### src/rtl/ysyx_25040111_bpu_pkg.sv
// ysyx_25040111_bpu_pkg
//   Shared definitions for the branch prediction unit and its helpers.
//   - ctr_e: 2-bit direction counter encodings (strong/weak not-taken/taken)
//   - default table geometry, used by the BPU and by the EXU checker so
//     both sides agree on the index/tag split
package ysyx_25040111_bpu_pkg;

  typedef enum logic [1:0] {
    SNT = 2'b00,
    WNT = 2'b01,
    WT  = 2'b10,
    ST  = 2'b11
  } ctr_e;

  localparam int BPU_ENTRIES_DEF  = 64;
  localparam int BPU_TAG_W_DEF    = 8;
  localparam int BPU_HIST_LEN_DEF = 6;
  localparam int BPU_CNT_W_DEF    = 32;

endpackage

### src/rtl/ysyx_25040111_satcnt2.sv
// ysyx_25040111_satcnt2
//   Next-state logic of a 2-bit saturating direction counter.
//   Ports:
//     ctr      in  2  current counter value
//     taken    in  1  resolved outcome
//     ctr_next out 2  counter after training (clamped at 2'b11 / 2'b00)
module ysyx_25040111_satcnt2
  import ysyx_25040111_bpu_pkg::*;
(
  input  logic [1:0] ctr,
  input  logic       taken,
  output logic [1:0] ctr_next
);

  always_comb begin
    ctr_next = ctr;
    if (taken) begin
      if (ctr != ST) ctr_next = ctr + 2'd1;
    end else begin
      if (ctr != SNT) ctr_next = ctr - 2'd1;
    end
  end

endmodule

### src/rtl/ysyx_25040111_bpu.sv
// ysyx_25040111_bpu
//   Branch prediction unit: tagged target buffer with 2-bit direction
//   counters and optional gshare indexing.  Lookup is combinational; the
//   table is trained from resolved EXU branches at the next clock edge.
//   Ports:
//     clock, reset_n            core clock, synchronous active-low reset
//     lk_pc, lk_valid           fetch lookup request
//     pred_taken, pred_target   prediction (target meaningful when taken)
//     pred_ghr                  history snapshot used by this lookup
//     upd_*                     resolved branch training interface
//     flush_hist                clear global history
//     stat_lookups/mispreds     free-running performance counters
module ysyx_25040111_bpu
  import ysyx_25040111_bpu_pkg::*;
#(
  parameter int ENTRIES  = BPU_ENTRIES_DEF,
  parameter int TAG_W    = BPU_TAG_W_DEF,
  parameter int HIST_LEN = BPU_HIST_LEN_DEF,
  parameter int GSHARE   = 1,
  parameter int CNT_W    = BPU_CNT_W_DEF
) (
  input  logic                clock,
  input  logic                reset_n,
  input  logic [31:0]         lk_pc,
  input  logic                lk_valid,
  output logic                pred_taken,
  output logic [31:0]         pred_target,
  output logic [HIST_LEN-1:0] pred_ghr,
  input  logic                upd_valid,
  input  logic [31:0]         upd_pc,
  input  logic [HIST_LEN-1:0] upd_ghr,
  input  logic                upd_taken,
  input  logic [31:0]         upd_target,
  input  logic                upd_mispred,
  input  logic                flush_hist,
  output logic [CNT_W-1:0]    stat_lookups,
  output logic [CNT_W-1:0]    stat_mispreds
);

  localparam int IDX = $clog2(ENTRIES);

  logic              vld_q [ENTRIES];
  logic [TAG_W-1:0]  tag_q [ENTRIES];
  logic [31:0]       tgt_q [ENTRIES];
  logic [1:0]        ctr_q [ENTRIES];
  logic [HIST_LEN-1:0] ghr_q;

  logic [IDX-1:0]   lk_idx, upd_idx;
  logic [TAG_W-1:0] lk_tag, upd_tag;
  logic             lk_hit, upd_hit;
  logic [1:0]       upd_ctr_sat, upd_ctr_new;

  // History is zero-extended to the index width before hashing.
  always_comb begin
    lk_idx  = lk_pc[IDX+1:2];
    upd_idx = upd_pc[IDX+1:2];
    if (GSHARE != 0) begin
      lk_idx  = lk_idx ^ IDX'(ghr_q);
      upd_idx = upd_idx ^ IDX'(upd_ghr);
    end
  end

  assign lk_tag  = lk_pc[IDX+TAG_W+1:IDX+2];
  assign upd_tag = upd_pc[IDX+TAG_W+1:IDX+2];

  assign lk_hit      = vld_q[lk_idx] && (tag_q[lk_idx] == lk_tag);
  assign pred_taken  = lk_valid && lk_hit && ctr_q[lk_idx][1];
  assign pred_target = tgt_q[lk_idx];
  assign pred_ghr    = ghr_q;

  assign upd_hit = vld_q[upd_idx] && (tag_q[upd_idx] == upd_tag);

  ysyx_25040111_satcnt2 u_satcnt (
    .ctr      (ctr_q[upd_idx]),
    .taken    (upd_taken),
    .ctr_next (upd_ctr_sat)
  );

  // A fresh allocation starts weak in the observed direction.
  always_comb begin
    if (upd_hit)        upd_ctr_new = upd_ctr_sat;
    else if (upd_taken) upd_ctr_new = WT;
    else                upd_ctr_new = WNT;
  end

  // Whole table lives in flops so one reset cycle clears every entry.
  always_ff @(posedge clock) begin
    if (!reset_n) begin
      for (int i = 0; i < ENTRIES; i++) begin
        vld_q[i] <= 1'b0;
        tag_q[i] <= '0;
        tgt_q[i] <= '0;
        ctr_q[i] <= WNT;
      end
      ghr_q         <= '0;
      stat_lookups  <= '0;
      stat_mispreds <= '0;
    end else begin
      if (lk_valid)
        stat_lookups <= stat_lookups + CNT_W'(1);
      if (upd_valid && upd_mispred)
        stat_mispreds <= stat_mispreds + CNT_W'(1);

      // Flush wins over the shift; the truncating cast drops the oldest bit.
      if (flush_hist)
        ghr_q <= '0;
      else if (upd_valid)
        ghr_q <= HIST_LEN'({ghr_q, upd_taken});

      if (upd_valid) begin
        vld_q[upd_idx] <= 1'b1;
        tag_q[upd_idx] <= upd_tag;
        ctr_q[upd_idx] <= upd_ctr_new;
        if (!upd_hit || upd_taken)
          tgt_q[upd_idx] <= upd_target;
      end
    end
  end

  // Low PC bits and bits above the tag do not participate in the lookup.
  logic unused_pc_bits;
  assign unused_pc_bits = ^{lk_pc, upd_pc};

endmodule

### config.mk
export PLATFORM = sky130hd
export DESIGN_NAME = ysyx_25040111_bpu
export DESIGN_NICKNAME = d
export VERILOG_FILES = /design/src/rtl/ysyx_25040111_bpu_pkg.sv /design/src/rtl/ysyx_25040111_satcnt2.sv /design/src/rtl/ysyx_25040111_bpu.sv
export SDC_FILE = /design/constraint.sdc
export NUM_CORES = 2
export LEC_CHECK = 0
export CORE_MARGIN = 1
export CORE_UTILIZATION = 40
export DETAILED_ROUTE_END_ITERATION = 8
export GPL_TIMING_DRIVEN = 0
export SLEW_MARGIN = 30
export SYNTH_ARGS = -nofsm -noshare
export SYNTH_HDL_FRONTEND = slang
export SYNTH_SLANG_ARGS = --single-unit
### constraint.sdc
create_clock -name clock -period 7.9 [get_ports clock]
set_input_delay 0.79 -clock clock [delete_from_list [all_inputs] [get_ports clock]]
set_output_delay 0.79 -clock clock [all_outputs]
set_load 0.01 [all_outputs]
**Word-level counts from Yosys, hierarchy flattened**

Memories as Yosys holds them, arrays and structs flattened.
Index checks and enable logic that the tools add are counted.

- Flip-flop bits (word level): 70
- Memory bits (writable): 2752
- Input port bits: 109
- Word-level logic and storage cells: 55
- Memories kept: 4

- $add $sub $neg: 4
- Eq/ne operators: 3
- Multiplexer cells: 25
- Bitwise logic cells: 3
- Reduce and logical (&&, ||, !) cells: 13

Memory list:

| name | words | width | rd ports | clocked after Yosys merged registers in | wr ports | line | text |
|---|---|---|---|---|---|---|---|
| tgt_q | 64 | 32 | 1 | 0 | 64 | ysyx_25040111_bpu.sv:44 | `logic [31:0] tgt_q [ENTRIES];` |
| tag_q | 64 | 8 | 2 | 0 | 64 | ysyx_25040111_bpu.sv:43 | `logic [TAG_W-1:0] tag_q [ENTRIES];` |
| ctr_q | 64 | 2 | 2 | 0 | 64 | ysyx_25040111_bpu.sv:45 | `logic [1:0] ctr_q [ENTRIES];` |
| vld_q | 64 | 1 | 2 | 0 | 64 | ysyx_25040111_bpu.sv:42 | `logic vld_q [ENTRIES];` |

Operator list:

| cell | count |
|---|---|
| $add A32 B1 Y32 const B | 2 |
| $mux W32 | 1 |
| $reduce_or A32 Y1 | 1 |
| $mux W6 | 4 |
| $eq A8 B8 Y1 | 2 |
| $mux W1 | 13 |
| $mux W2 | 6 |
| $xor A6 B6 Y6 | 2 |
| $mux W8 | 1 |
| $reduce_or A8 Y1 | 1 |
| $logic_and A1 B1 Y1 | 5 |
| $reduce_or A2 Y1 | 2 |
| $add A2 B1 Y2 const B | 1 |
| $ne A2 B2 Y1 const B | 1 |
| $reduce_bool A2 Y1 | 1 |
| $sub A2 B1 Y2 const B | 1 |
| $logic_not A1 Y1 | 1 |
| $logic_or A1 B1 Y1 | 1 |
| $not A1 Y1 | 1 |
| $reduce_or A1 Y1 | 1 |

**Longest topological paths before layout**

An unclocked memory read counts as a cell.

- Depth after elaboration: 12
- Depth in mapped cells: 17
- Mapped depth without buffers: 10

**Modules after synthesis**

From an unflattened synthesis, not the netlist that was laid out.

- Cells, all modules: 8960
- Area, all modules: 127458.5 um^2

Modules (own cells, without submodules):

| module | instances | cells each | area an instance (um^2) |
|---|---|---|---|
| ysyx_25040111_bpu | 1 | 8957 | 127432.2 |
| ysyx_25040111_satcnt2 | 1 | 3 | 26.3 |

**Worst setup path after synthesis**

No wires, ideal clock.

- Path kind: input -> register
- Start: input port upd_ghr[0]
- End: memory tgt_q[1][0], enable pin
- Library setup time: 0.466 ns
- Arrival time: 5.630 ns
- Data required time: 7.434 ns
- Path slack: 1.805 ns
- Cell stages on the path: 14
- Path buffers: 4
- Path through: xor2_2 > buf_4 > nand3_1 > clkbuf_1 > o22ai_1 > nor4_1 > o22ai_1 > or4_1 > xnor2_1 > a2111oi_0 > and4b_1 > buf_2 > clkbuf_1 > o21ai_0

RTL lines:

| item | line | text |
|---|---|---|
| start, declared | ysyx_25040111_bpu.sv:31 | `input logic [HIST_LEN-1:0] upd_ghr,` |
| end, declared | ysyx_25040111_bpu.sv:44 |  |

==> impl_metrics.json <==
{
  "status": "finished with violations",
  "violations": "design-rule violations, negative setup slack",
  "grtUsageTotal": 0.379,
  "final_hold_viol_count": 0,
  "worst_pin_slew_ns": 1.29,
  "post_cts_buffers": 0,
  "start_util": 0.403,
  "drv_slew": 0,
  "vias": 102000,
  "synth_cell_types": 71,
  "cts_tree": "built",
  "fp.coreArea_um2": 328000,
  "swShare": 0.279,
  "fp.dieW_um": 577,
  "die_area_um2": 333000,
  "place_inst": 14100,
  "p_per_area_nw_per_um2": 241,
  "syn-cell-area_um2": 132000,
  "overflow": 0,
  "yosysSeqAreaShare": 0.630,
  "cp.required_ns": 8.62,
  "layout_common_cells": "2,688 x edfxtp_1, 2,286 x and3_1, 784 x mux4_2, 688 x clkbuf_1, 614 x nand2_1",
  "synth_fa_ha_area_frac": 0.000189,
  "crit_family": "buffers and inverters",
  "port_buffers": 141,
  "reg2reg_slack_ns": 2.06,
  "grt_pass1_vias": 94700,
  "vias_per_cell": 6.96,
  "dr.first_iter.drc_count": 19600,
  "antenna_found_initial": 104,
  "cts_buffers": 319,
  "fmax_mhz": 117,
  "syn-num-nets": 9434,
  "min_path_type": "in2reg",
  "clock_sinks": 2822,
  "synth_largest_area_cell": "edfxtp_1",
  "p_leak_nw": 61.1,
  "ys_top_cells_by_area": "edfxtp_1 61%, mux4_2 13%, and3_1 11%",
  "drive_above_1_share": 0.210,
  "routed_wl_um": 645000,
  "io_pins": 212,
  "synth_edf_count": 2688,
  "yosysTopAreaCellShare": 0.610,
  "rsz0062_at_grt": "false",
  "critical_path.startpoint_type": "primary input",
  "synth_xor_area_frac": 0.00605,
  "drc": 1,
  "postSynthCellCount": 9323,
  "ant_nets": 0,
  "area_delta_synth_final_pct": 18.3,
  "preCtsSetupSlack_ns": -1.29,
  "report.power.total_mw": 37.8,
  "cp_slowest_stage_delay_ns": 1.06,
  "syn_area_per_cell_um2": 14.2,
  "relSlewSlack": 0.140,
  "combPwrFrac": 0.143,
  "wire_per_inst_um": 43.9,
  "synthMuxAreaShare": 0.138,
  "p_switching_mw": 10.6,
  "gp_congestion": 1.06,
  "yosys_warnings": 0,
  "drtPass1Iterations": 9,
  "insertion_delay_ns": 0.99,
  "grt_pass1_wl_um": 847000,
  "cp_max_fo": 14,
  "ys_seq_elements": 2822,
  "cp.buffers_inverters": 8,
  "rows": 210,
  "fin_crit_sh": 1.08,
  "fp.dieH_um": 577,
  "path_cells": "clkdlybuf4s50_1, xor2_2, buf_2, nand3_1, clkbuf_2, buf_2, o22a_1, a31oi_1, nor4_1, xor2_1, a2111oi_0, and4b_1, buf_2, clkbuf_2, o21ai_4, buf_16, buf_16",
  "max-cap-violations": 0,
  "p_int_mw": 27.2,
  "worstPathArrival_ns": 9.25,
  "layout.cells.non_filler": 14700,
  "ys.flop_type": "edfxtp_1",
  "pwr-share-seq": 0.461,
  "cts_buffer_depth": 4,
  "vdd_drop_max_mv": 0.204,
  "cts.clk_slew.worst_paths_ns": 0.06,
  "cp_slowest_cell": "nand3_1",
  "final_util": 0.477,
  "min_period_ns": 8.53,
  "dp_hpwl_um": 484000,
  "nets": 10100,
  "synth_top_family_by_area": "simple AND/OR/NAND/NOR gates",
  "synth_simple_gate_area_frac": 0.154,
  "cts_max_level": 5,
  "root_buffer": "clkbuf_16",
  "clkPwrFrac": 0.396,
  "worst_slack_ns": -0.628,
  "grt_max_degree": 20,
  "endpoint_kind": "flip-flop",
  "synth_compound_area_frac": 0.0358,
  "cpMostUsedCell": "buf_2",
  "async_flop_share": 0,
  "path_class": "in2reg",
  "fin_skew_ns": 0.0843,
  "setup_viol": 2225,
  "mostFrequentLayoutCell": "edfxtp_1"
}
[routing by layer]
layer / share of wire / vias to the layer above / GRT usage
met2: 0.41 / 9738 / 0.528
met5: 0.00095 / - / 0
met3: 0.17 / 1823 / 0.176
met1: 0.35 / 52700 / 0.482
li1: - / 38000 / -
met4: 0.068 / 66 / 0.222
[final cells by class]
type	instances	area, µm²
Clock inverter	174	1620
Clock buffer	402	8490
Fill cell	28400	172000
Inverter	11	41.3
Antenna cell	78	195
Tap cell	4346	5440
Multi-Input combinational cell	5354	45400
Sequential cell	2822	83400
Timing Repair Buffer	384	6900
Buffer	1131	4980
[flip-flops by register name, summed over array words and instances, names as in the netlist]
register,cells
tgt_q,2048
tag_q,512
ctr_q,128
vld_q,64
stat_lookups,32
stat_mispreds,32
pred_ghr,6
[repair_timing]
action,4_1_cts,5_1_grt
hold buffers,0,0
resized for setup,45,9
gates cloned,0,0
endpoints found under the setup margin,17,6
pin swaps,0,2
[metrics by stage]
step	TNS, ns	cell area [µm²]	hold slack (ns)
3_3_place_gp	-	139000	0.447
5_1_grt	0	156000	0.291
6_report	-546.63	157000	0.288
3_5_place_dp	-901.36	146000	0.452
2_1_floorplan	0	132000	0.428
4_1_cts	-0.00435	156000	0.235
[cells by family after synthesis]
family,count (synthesis)
muxes,834
xor gates and xnor gates,88
and+or+nand+nor,3721
adders and majority gates,2
AOI/OAI and AO/OA,709
DFF,2822
buffers and inverters,1147
[cell usage after synthesis, types with 35 or more instances]
cell type / number
edfxtp_1: 2688
o221ai_1: 45
a311oi_1: 50
dfxtp_1: 134
o22ai_1: 165
buf_2: 235
mux4_2: 784
nand2_1: 628
a21oi_1: 35
clkbuf_1: 777
nand3_1: 147
nor3_1: 38
a31oi_1: 117
buf_1: 98
o21ai_0: 148
xnor2_1: 57
and2_1: 93
nor2_1: 442
and3_1: 2286
[power by group through the flow]
| stage | combinational (mW) | clock, mW | sequential, mW |
|---|---|---|---|
| after floorplan | 2.21 | 0 | 17.6 |
| after global placement | 4.61 | 0 | 17.7 |
| after detailed placement | 5.04 | 0 | 17.7 |
| after CTS | 5.07 | 14.9 | 17.4 |
| after global routing | 5.28 | 15.4 | 17.5 |
| final | 5.41 | 15.0 | 17.4 |
[worst paths after layout]
kind,end,cells after the start,start
setup reg to reg,tgt_q[47][13],13,tag_q[31][2]
hold reg to reg,vld_q[47],2,vld_q[47]
hold / removal,tgt_q[8][25],2,upd_target[25]
setup / recovery,tgt_q[47][13],17,upd_ghr[0]
Power figures use the tool's default switching activity.
